## src/rtl/sram_stream_reader.sv

```systemverilog
// Streams bursts of SRAM words out as single elements, lane 0 first.
// One FETCH and one LATCH cycle per word, then one DRAIN cycle per element; Out_Ready low holds the element.
module sram_stream_reader #(
    parameter int data_width = 8,
    parameter int addr_width = 4,
    parameter int para_deg   = 4
) (
    input  logic                           clk,
    input  logic                           Rst_n,
    input  logic                           Start,
    input  logic [addr_width-1:0]          Start_Addr,
    input  logic [addr_width:0]            Word_Count,
    output logic                           Busy,
    output logic                           Done,
    output logic                           Chip_Select,
    output logic                           En_Read,
    output logic [addr_width-1:0]          Read_Addr,
    input  logic [para_deg*data_width-1:0] Read_Data,
    output logic                           Out_Valid,
    input  logic                           Out_Ready,
    output logic [data_width-1:0]          Out_Data,
    output logic                           Out_Last
);

    localparam int LW = (para_deg > 1) ? $clog2(para_deg) : 1;
    localparam logic [LW-1:0]         LAST_LANE = LW'(para_deg - 1);
    localparam logic [LW-1:0]         LANE_ONE  = LW'(1);
    localparam logic [addr_width:0]   CNT_ONE   = (addr_width+1)'(1);
    localparam logic [addr_width-1:0] ADDR_ONE  = addr_width'(1);

    typedef enum logic [2:0] {IDLE, FETCH, LATCH, DRAIN, FINISH} state_t;

    state_t                         state_q, state_d;
    logic [addr_width-1:0]          addr_q, addr_d;
    logic [addr_width:0]            cnt_q, cnt_d;
    logic [LW-1:0]                  lane_q, lane_d;
    logic [para_deg*data_width-1:0] buf_q, buf_d;

    always_ff @(posedge clk or negedge Rst_n) begin
        if (!Rst_n) begin
            state_q <= IDLE;
            addr_q  <= '0;
            cnt_q   <= '0;
            lane_q  <= '0;
            buf_q   <= '0;
        end else begin
            state_q <= state_d;
            addr_q  <= addr_d;
            cnt_q   <= cnt_d;
            lane_q  <= lane_d;
            buf_q   <= buf_d;
        end
    end

    always_comb begin
        state_d = state_q;
        addr_d  = addr_q;
        cnt_d   = cnt_q;
        lane_d  = lane_q;
        buf_d   = buf_q;
        case (state_q)
            IDLE: begin
                if (Start) begin
                    if (Word_Count != '0) begin
                        addr_d  = Start_Addr;
                        cnt_d   = Word_Count;
                        state_d = FETCH;
                    end else begin
                        state_d = FINISH;
                    end
                end
            end
            FETCH: state_d = LATCH;
            // SRAM data is valid one cycle after the FETCH edge
            LATCH: begin
                buf_d   = Read_Data;
                lane_d  = '0;
                state_d = DRAIN;
            end
            DRAIN: begin
                if (Out_Ready) begin
                    if (lane_q == LAST_LANE) begin
                        lane_d  = '0;
                        cnt_d   = cnt_q - CNT_ONE;
                        addr_d  = addr_q + ADDR_ONE;
                        state_d = (cnt_q == CNT_ONE) ? FINISH : FETCH;
                    end else begin
                        lane_d = lane_q + LANE_ONE;
                    end
                end
            end
            FINISH:  state_d = IDLE;
            default: state_d = IDLE;
        endcase
    end

    assign Busy        = (state_q != IDLE);
    assign Done        = (state_q == FINISH);
    assign Chip_Select = (state_q == FETCH);
    assign En_Read     = (state_q == FETCH);
    assign Read_Addr   = addr_q;
    assign Out_Valid   = (state_q == DRAIN);
    assign Out_Data    = buf_q[lane_q*data_width +: data_width];
    assign Out_Last    = (state_q == DRAIN) && (lane_q == LAST_LANE) && (cnt_q == CNT_ONE);

endmodule
```

## config.mk

```make
export PLATFORM = sky130hd
export DESIGN_NAME = sram_stream_reader
export DESIGN_NICKNAME = d
export VERILOG_FILES = /design/src/rtl/sram_stream_reader.sv
export SDC_FILE = /design/constraint.sdc
export NUM_CORES = 1
export LEC_CHECK = 0
export ABC_AREA = 1
export CORE_MARGIN = 4
export CORE_UTILIZATION = 53
export DETAILED_ROUTE_END_ITERATION = 6
export GPL_TIMING_DRIVEN = 0
export PLACE_DENSITY = 0.91
export SLEW_MARGIN = 20
export SYNTH_ARGS = -nofsm -noshare
export SYNTH_HDL_FRONTEND = slang
export SYNTH_SLANG_ARGS = --single-unit
```

## constraint.sdc

```tcl
create_clock -name clk -period 3.9 [get_ports clk]
set_input_delay 0.78 -clock clk [delete_from_list [all_inputs] [get_ports clk]]
set_output_delay 0.78 -clock clk [all_outputs]
set_load 0.1 [all_outputs]
```

# After elaboration in Yosys (flattened, before gate mapping)
# Index checks and enable logic that the tools add are counted.
# word_totals
elab_cells	48
out_inout_bits	18
inputBits	45
reg_bits	46
# classes
n_addsub	3
n_mux	19
reduce_logical	10
n_eq_ne	10
shift	1
# ops
op	count
variable part select 32 x 6 -> 8 bit	1
2-to-1 mux 5 bit	4
2-to-1 mux 4 bit	4
2-to-1 mux 3 bit	5
one-hot mux 3 bit (4 select lines)	1
one-hot mux 5 bit (2 select lines)	1
one-hot mux 4 bit (2 select lines)	1
equality test 3 x 2 -> 1 bit, second input constant	2
equality test 5 x 1 -> 1 bit, second input constant	1
AND reduction 5 bit	1
nonzero test 5 bit	1
subtractor 5 x 1 -> 5 bit, second input constant	1
adder 4 x 1 -> 4 bit, second input constant	1
2-to-1 mux 2 bit	2
!= test 2 x 1 -> 1 bit, second input constant	2
!= test 2 bit, second input constant	2
one-hot mux 2 bit (2 select lines)	1
nonzero test 2 bit	2
equality test 3 x 1 -> 1 bit, second input constant	1
equality test 3 bit, second input constant	1
logical NOT 3 bit	1
AND reduction 3 bit	1
nonzero test 3 bit	1
adder 2 x 1 -> 2 bit, second input constant	1
other kinds (3)	4

# Depth between registers and ports, before layout
# depth
depth_word	5
mapped_depth	9
depth_no_buf	9

# Least setup slack after synthesis
# Ideal clock, no wire load.
# synth_timing
path_type	register to output
start	register state_q[2]
end	output En_Read
t_required_ns	3.120
t_arrival_ns	3.174
stages_incl_launch_ff	3
slack_ns	-0.054
n_path_buf	1
cell_sequence	dfrtp_1 -> nor3_1 -> buf_4
# synth_between
elab_chain_len	1
# synth_rtl
element	line_no	source
from (decl)	33	state_t state_q, state_d;
from (signal assigned)	47	state_q <= state_d;
equality test 3 x 1 -> 1 bit	-	
to (decl)	16	output logic En_Read,
# No other way between the ends.

# Final worst setup path
# layout_timing
start	register lane_q[0]
end	output Out_Data[5]
# layout_between
elab_chain_len	1
# layout_rtl
element	line_no	source
from (decl)	36	logic [LW-1:0] lane_q, lane_d;
from (signal assigned)	50	lane_q <= lane_d;
variable part select 32 x 6 -> 8 bit	103	assign Out_Data = buf_q[lane_q*data_width +: data_width];
to (decl)	21	output logic [data_width-1:0] Out_Data,
# No other way between the ends.

==> results.toml <==
[global_routing]
grt_max_degree = 35
grt_pass1_wl_um = 10100
grt_pass1_vias = 2115
track_usage_pct = 21.5
antenna_found_initial = 0
grt-ovfl-total = 0

[clock_tree]
cts_tree = "built"
numCtsBuffers = 5
clock_path_buffers = 2
cts.htree.levels = 2
clkTransAtPathRegs_ns = 0.08
hold_buffers = 0
clock-sinks = 46
cts_setup_buffers = 0
root_buffer = "clkbuf_8"
clk_latency_ns = 0.30
cts_resized = 0

[die]
rows = 24
dieArea_mm2 = 0.00592
core_region_area_mm2 = 0.00447
fp.dieH_um = 77.0
die_w_um = 77.0
initial_core_util_pct = 56.3
io_pins = 63

[yosys]
yosys.cell_types.count = 27
ys.flop_type = "dfrtp_1"
synth-seq-cells = 46
synth.largest_area_cell = "dfrtp_1"
synth_top_area_share_pct = 45.7
syn_area_per_cell_um2 = 10.2
yosysSeqAreaShare_pct = 45.7
netlist_top_cells_count = "dfrtp_1, nand2_1, mux2_4, nor2_1, o21ai_0"
synth_area_leaders = "dfrtp_1, mux2_4, nand2_1, o21ai_0, nand3_2"
synthArstFlopShare_pct = 100
syn_nets = 296
syn_area_mm2 = 0.00252
synthCells = 247
yosysWarnings = 0
synth_most_common_cell = "dfrtp_1"
synth-edff-count = 0

[critical_path]
startpoint_type = "flop"
critPathRequiredTime_ns = 3.12
worst_setup_path_end_kind = "output pin"
cp_data_arrival_time_ns = 2.91
r2r-start = "lane_q[1]"
cp-startpoint = "lane_q[0]"
critPathKind = "reg -> out"
crit_fanout = 10
reg2regPathDepth = 8

[final_layout]
layout.cells.non_filler = 368
diodes = 0
final_area_mm2 = 0.00331
drive_above_1_share_pct = 23.1
final_nets = 366
areaGrowthSynthToFinish_pct = 31.3

[timing]
hold_violations = 0
drv_slew = 0
grt_setup_unrepaired = "false"
finalSetupTns_ns = 0
max_freq_mhz = 271
worst_slew_pin_slew_ns = 0.992
finalSetupViolations = 0
period_needed_ns = 3.69
skew_ns = 0.0114
max_slew_margin_pct = 33.6
fin_crit_sh_pct = 94.7

[routing]
wirelength_um = 5990
drc = 0
drtAntennaViolNets = 0
vias = 2003
firstDrtPassIters = 4
vias_per_cell = 5.44
drtIter0Drc = 101
detail_route.wl_per_cell_um = 16.3

[placement]
place_hpwl_um = 4530
finalWeightedCongestion = 0.890
port_buffers = 62
place_inst = 362
placed_area_mm2 = 0.00323

[job]
maxCapViolations = 0

[run_status]
status = "complete, no violations"

[min_path]
hold_path_class = "in -> async"
cells by family (layout without fill, tap and decap cells):
family                   Yosys count  after routing  synth area share (%)
adder cells (fa/ha/maj)            4              4                  1.99
XOR/XNOR                           1              1                 0.347
AO/OA/AOI/OAI                     33             33                  7.20
flip-flops                        46             46                  45.7
buffers and inverters             27             96                  5.41
multiplexers                      32             32                  18.5
AND/OR/NAND/NOR                  104            104                  20.9
stage by stage:
stage	setup slack [ns]	hold slack, ns	utilization, %
2_1_floorplan	0.223	0.464	-
3_3_place_gp	0.538	0.482	71.8
3_5_place_dp	0.530	0.494	72.1
4_1_cts	0.192	0.364	74.0
5_1_grt	0.0563	0.382	74.0
6_report	0.206	0.358	74.0
area by class of cell:
cell class	instances	area (um^2)
Timing Repair Buffer	63	636
Sequential cell	46	1150
Multi-Input combinational cell	174	1240
Tap cell	52	65.1
Fill cell	316	1160
Clock buffer	6	82.6
Buffer	8	65.1
Inverter	19	71.3
cell usage in the layout, fill, tap and decap left out, types with 8 or more instances in the layout:
master / count
clkdlybuf4s50_1: 61
dfrtp_1: 46
inv_1: 13
mux2_4: 28
nand2_1: 44
nand3_1: 10
nand3_2: 11
nor2_1: 25
o21ai_0: 23
o22ai_1: 8
final timing paths:
check / end / slack [ns]
setup / recovery: Out_Data[5] / 0.21
hold / removal: cnt_q[4] / 0.36
setup reg to reg: Read_Addr[1] / 2.33
hold reg to reg: buf_q[31] / 0.52
max in group asynchronous: Read_Addr[1] / 3.06
min in group clk: buf_q[31] / 0.52
sequential cells by signal, indices dropped and copies added (netlist names):
| register | flops |
|---|---|
| Read_Addr | 4 |
| lane_q | 2 |
| cnt_q | 5 |
| buf_q | 32 |
| state_q | 3 |
critical path: stages (launching register included):
cell and delay (ns):
dfrtp_1 0.48, inv_1 0.25, clkbuf_1 0.41, nor2_1 0.08, o22ai_1 0.21, clkdlybuf4s50_1 1.17
metal layers:
metal / vias to the layer above / wire length [um] / track usage (%)
met3: 15 / 359 / 5.39
met5: - / 0 / 0
met2: 58 / 3020 / 35.1
met1: 965 / 2480 / 27.3
met4: 0 / 133 / 8.72
li1: 965 / - / -
Power is not shown: default switching activity piles up to over one toggle a cycle in this logic, so the estimate is an artifact.
